===== config.mk =====
export PLATFORM = sky130hd
export DESIGN_NAME = if_stage
export DESIGN_NICKNAME = d
export VERILOG_FILES = /design/src/rtl/if_stage.sv
export SDC_FILE = /design/constraint.sdc
export NUM_CORES = 1
export LEC_CHECK = 0
export ABC_AREA = 1
export CORE_ASPECT_RATIO = 2
export CORE_MARGIN = 2
export CORE_UTILIZATION = 25
export CTS_CLUSTER_DIAMETER = 200
export CTS_CLUSTER_SIZE = 14
export DETAILED_ROUTE_END_ITERATION = 8
export PLACE_DENSITY = 0.5
export SLEW_MARGIN = 20
export SYNTH_ARGS = -nofsm -noshare
export SYNTH_HDL_FRONTEND = slang
export SYNTH_SLANG_ARGS = --single-unit

===== constraint.sdc =====
create_clock -name clk -period 5.2 [get_ports clk]
set_input_delay 1.04 -clock clk [delete_from_list [all_inputs] [get_ports clk]]
set_output_delay 1.04 -clock clk [all_outputs]
set_load 0.03 [all_outputs]

===== src/rtl/if_stage.sv =====
// if_stage: MIPS instruction-fetch stage with PC, IF/ID register and fetch counter; optional IF_MISALIGN_EXC_EN
module if_stage #(
  parameter logic [31:0] RESET_PC   = 32'h00000000,
  parameter logic [31:0] NOP_INSTR  = 32'h00000000,
  parameter logic [31:0] EXC_VECTOR = 32'h00000080
) (
  input  logic        clk,
  input  logic        reset,
  input  logic        stall_if,
  input  logic        flush_id,
  input  logic        redirect_valid,
  input  logic [31:0] redirect_target,
  output logic [31:0] imem_addr,
  input  logic [31:0] imem_instr,
  output logic [31:0] pc,
  output logic [31:0] id_instr,
  output logic [31:0] id_pc_plus4,
  output logic        id_valid,
  output logic [31:0] fetch_count,
  output logic        misalign_exc
);
  logic [31:0] pc_q, pc_d, instr_q, instr_d, pc4_q, pc4_d, cnt_q, cnt_d, redir_pc, pc_plus4;
  logic        valid_q, valid_d, bubble;
`ifdef IF_MISALIGN_EXC_EN
  logic exc_q, exc_d, mis;
  assign mis      = redirect_valid & |redirect_target[1:0];
  assign redir_pc = mis ? EXC_VECTOR : redirect_target;
  // exception flag rides with the bubble it created and holds across stalls
  always_comb exc_d = bubble ? mis : stall_if ? exc_q : 1'b0;
  // exception flag register
  always_ff @(posedge clk) exc_q <= reset ? 1'b0 : exc_d;
  assign misalign_exc = exc_q;
`else
  logic unused_exc;
  assign unused_exc   = ^EXC_VECTOR;
  assign redir_pc     = redirect_target;
  assign misalign_exc = 1'b0;
`endif
  // next PC and IF/ID contents: redirect beats flush beats stall beats capture
  always_comb begin
    pc_plus4 = pc_q + 32'd4;
    bubble   = redirect_valid | flush_id;
    pc_d     = redirect_valid ? redir_pc : stall_if ? pc_q : pc_plus4;
    instr_d  = bubble ? NOP_INSTR : stall_if ? instr_q : imem_instr;
    pc4_d    = bubble ? 32'd0 : stall_if ? pc4_q : pc_plus4;
    valid_d  = bubble ? 1'b0 : stall_if ? valid_q : 1'b1;
    cnt_d    = cnt_q + {31'd0, ~bubble & ~stall_if};
  end
  // pipeline state registers with synchronous reset
  always_ff @(posedge clk) begin
    if (reset) begin
      pc_q    <= RESET_PC;
      instr_q <= NOP_INSTR;
      pc4_q   <= 32'd0;
      valid_q <= 1'b0;
      cnt_q   <= 32'd0;
    end else begin
      pc_q    <= pc_d;
      instr_q <= instr_d;
      pc4_q   <= pc4_d;
      valid_q <= valid_d;
      cnt_q   <= cnt_d;
    end
  end
  assign imem_addr   = pc_q;
  assign pc          = pc_q;
  assign id_instr    = instr_q;
  assign id_pc_plus4 = pc4_q;
  assign id_valid    = valid_q;
  assign fetch_count = cnt_q;
endmodule

== Yosys cells after proc, flatten, opt, wreduce, memory -nomap -nowiden ==
Cells that the tools add are included.
Widths: inputs -> output; s select.

* $add $sub $neg: 2
* Eq/ne operators: 1
* Muxes and demuxes: 2
* Bitwise logic cells: 4
* Reduce and logical (&&, ||, !) cells: 1

{| class="wikitable"
|+ Operators with widths
! kind !! number
|-
| $mux 32 || 2
|-
| $add 32x1->32 || 1
|-
| $add 32x3->32 const B || 1
|-
| $ne 2x1->1 const B || 1
|-
| $not 1->1 || 2
|-
| $reduce_or 2->1 || 1
|-
| $and 1x1->1 || 1
|-
| $or 1x1->1 || 1
|}

* Register bits after elaboration: 129
* Logic and storage cells: 15

== Depth between registers and ports, before layout ==
* Depth in word-level cells: 4
* Depth in mapped cells: 14

== Worst setup path after synthesis ==
No wires, ideal clock.

* Path type: input-to-reg
* From: input stall_if
* To: register cnt_q[20] (netlist: fetch_count[20])
* Library setup time: 128 ps
* Arrival: 2776 ps
* Required time: 5072 ps
* Path slack: 2296 ps
* Cell stages on the path: 13
* Path buffers: 2
* Cells stage by stage: buf_2 clkbuf_1 nor3_1 ha_1 ha_1 nand3_1 nor2_1 nand2_1 inv_2 nand2_2 nor2_1 xor2_1 nor2_1

* Word-level cells in the longest chain between the ends: 3

{| class="wikitable"
|+ Ends and longest elaborated chain
! what !! line !! RTL
|-
| from (decl) || 9 || <nowiki>input logic stall_if,</nowiki>
|-
| $not 1->1 || 47 || <nowiki>cnt_d = cnt_q + {31'd0, ~bubble & ~stall_if};</nowiki>
|-
| $and 1x1->1 || 47 ||
|-
| $add 32x1->32 || 47 ||
|-
| to (signal assigned) || 62 || <nowiki>cnt_q <= cnt_d;</nowiki>
|-
| to (decl) || 22 || <nowiki>logic [31:0] pc_q, pc_d, instr_q, instr_d, pc4_q, pc4_d, cnt_q, cnt_d, redir_pc, pc_plus4;</nowiki>
|}

Every way passes these cells.
A chain may end at the register's enable or synchronous reset.

== Worst setup path in the final report ==
* From: input redirect_valid
* To: register instr_q[16] (netlist: id_instr[16])

* Word-level cells in the longest chain between the ends: 2

{| class="wikitable"
|+ Ends and longest elaborated chain
! what !! line !! RTL
|-
| from (decl) || 11 || <nowiki>input logic redirect_valid,</nowiki>
|-
| $or 1x1->1 || 42 || <nowiki>bubble = redirect_valid | flush_id;</nowiki>
|-
| $reduce_or 2->1 (no source line) || n/a ||
|-
| to (signal assigned) || 59 || <nowiki>instr_q <= instr_d;</nowiki>
|-
| to (decl) || 22 ||
|}

Every way passes these cells.

==> reports/qor.csv <==
metric;value;unit
Die Area;27030;µm²
# setup viols final;0;
CP max FO;43;
TritonCTS clock tree;yes;
Netlist cell types;42;
YS warnings;0;
layout cells sized above 1;0.06417;
CTS-repair resized insts;0;
min cycle time layout;2900;ps
Avg Cell Area, Syn;6.904;µm²
cell count after synthesis;929;
num ports;231;
hold buffers post-CTS;0;
post-synth top area share;0.4027;
Setup Skew;8.851;ps
GRT Total Usage;0.1625;
outcome;complete, no violations;
Seq/Total Area, Yosys;0.4027;
most frequent cell after synthesis;nand2_1;
Post-synth EDFFs;0;
area grow syn2layout;45.69;%
static leakage;0.003194;µW
core area;25440;µm²
drt wl/cell;14.83;µm
cell taking the most area after synthesis;dfxtp_1;
gp weighted congestion;0.8401;
antenna violations before repair;0;
critical path class;in -> reg;
post-DP HPWL;15750;µm
worst skew pair latency;430;ps
RSZ-0062 raised after global routing;no;
Vias per Instance;4.535;
Slew HR;0.2641;
Power, Total;2601;µW
Peak Freq;0.3449;GHz
syn nets;1001;
hold depth;2;
fin crit share;0.5576;
Peak supply drop;0.0002398;V
reg2reg path depth;8;
Iter 0 DRT Violations;350;
crit path launch type;input pin;
largest cells by area after synthesis;dfxtp_1 (40%), nand2_1 (15%), a21oi_1 (8.1%);
DRT met1 WL;9420;µm
post-route ant nets;0;
largest net degree at the start of global routing;84;
I/O Buffers;229;
setup bufs post-CTS;0;
diode count;0;
number of global-route vias before repair;6561;
CTS Root Cell;clkbuf_16;
max-slew violations;0;
async set-reset flop share out of synthesis;0;
hold violation total from the final report;0;
Pwr Density;278.4;nW/µm²
clock slew at reported path FFs;60;ps
worst-margin pin slew;1103;ps
Arrival @ worst endpoint;3210;ps
clock buffer depth;2;
Syn Std Cell Area;6414;µm²
critical path endpoint category;flip-flop;
Hold/Removal Path Class;reg -> reg;
GR Overflow Total;0;
Detailed Route WL;21680;µm
routed via count;6630;
Die H;230.5;µm
H-tree levels;4;
met3 WL;1965;µm
fin nets;1181;
routed length on met2;9777;µm
Max Cap Viol;0;
Die Wd;117.3;µm
post-route DRC violation count;0;
setup TNS;0;ps
#FFs+latches synth;129;
Core Rows;83;
Clock Sinks;129;
max layer used;met4;
WP data required;5510;ps
first-pass GRT wire length;34180;µm
synth cell count leaders;nand2_1 (259), dfxtp_1 (129), a21oi_1 (104), nor2_1 (90), inv_1 (77);
Top FF cell, synth;dfxtp_1;
First-pass DRT Iterations;5;
Starting Density;0.2521;
cts bufs inserted;17;
[through the flow]
stage | utilization | instances | hold slack (ps) | worst slack (ps) | instance area, µm²
final | 0.3672 | 1462 | 464.0 | 2300 | 9344
after global routing | 0.3672 | 1462 | 480.3 | 2110 | 9344
after CTS | 0.3672 | 1462 | 465.3 | 2262 | 9344
after detailed placement | 0.3435 | 1430 | 456.0 | 1798 | 8740
after global placement | 0.3435 | 1430 | 451.3 | 1831 | 8740
after floorplan | - | 929 | 464.7 | 2296 | 6414
[critical path, stage by stage]
cell and delay, ps:
clkdlybuf4s50_1 520, buf_4 400, nor2_1 100, nand2_2 630
buf_4 400, a21oi_1 70
[registers in the layout (all words and copies together), names as in the netlist]
register     cells
id_valid         1
id_pc_plus4     32
fetch_count     32
id_instr        32
imem_addr       32
[routing by layer]
layer / vias to the layer above / global-route usage
met3: 27 / 0.05540
met2: 264 / 0.2502
met1: 3020 / 0.2081
met4: 0 / 0.06066
met5: - / 0
li1: 3319 / -
[worst paths after layout]
kind	from	endpoint	slack [ps]
worst min register to register	id_instr[17]	id_instr[17]	460
worst max-delay path	redirect_valid	id_instr[16]	2300
worst min-delay path	id_instr[17]	id_instr[17]	460
worst max register to register	imem_addr[3]	imem_addr[14]	3310
[layout make-up]
cell class	count	area, µm²
repair buffers	235	2327
fillers	2703	16100
clock buffers	19	442.9
well taps	340	425.4
multi-input cells	646	3104
inverters	80	300.3
flip-flops and latches	129	2582
clock inverters	13	161.4
[logic make-up after synthesis]
logic type	Yosys count	share of synthesized area
AO/OA/AOI/OAI	159	0.1309
XOR/XNOR	13	0.02127
adder cells (fa/ha/maj)	3	0.005853
buffers and inverters	154	0.1137
flip-flops	129	0.4027
other	1	0.0005847
AND/OR/NAND/NOR	470	0.3250
[report_power, final]
part	internal, µW	switching (µW)
clock	766	466
combinational	138	186
sequential	1010	33.8
[cells in the final DEF, fill, tap and decap left out, types with 17 or more instances in the layout]
master           instances
a21oi_1                104
nand4_1                 21
inv_1                   77
dfxtp_1                129
nand2_1                258
nor2_1                  90
o21ai_0                 37
clkbuf_16               17
nand3_1                 48
clkdlybuf4s50_1        227
(Power assumes the default switching activity.)
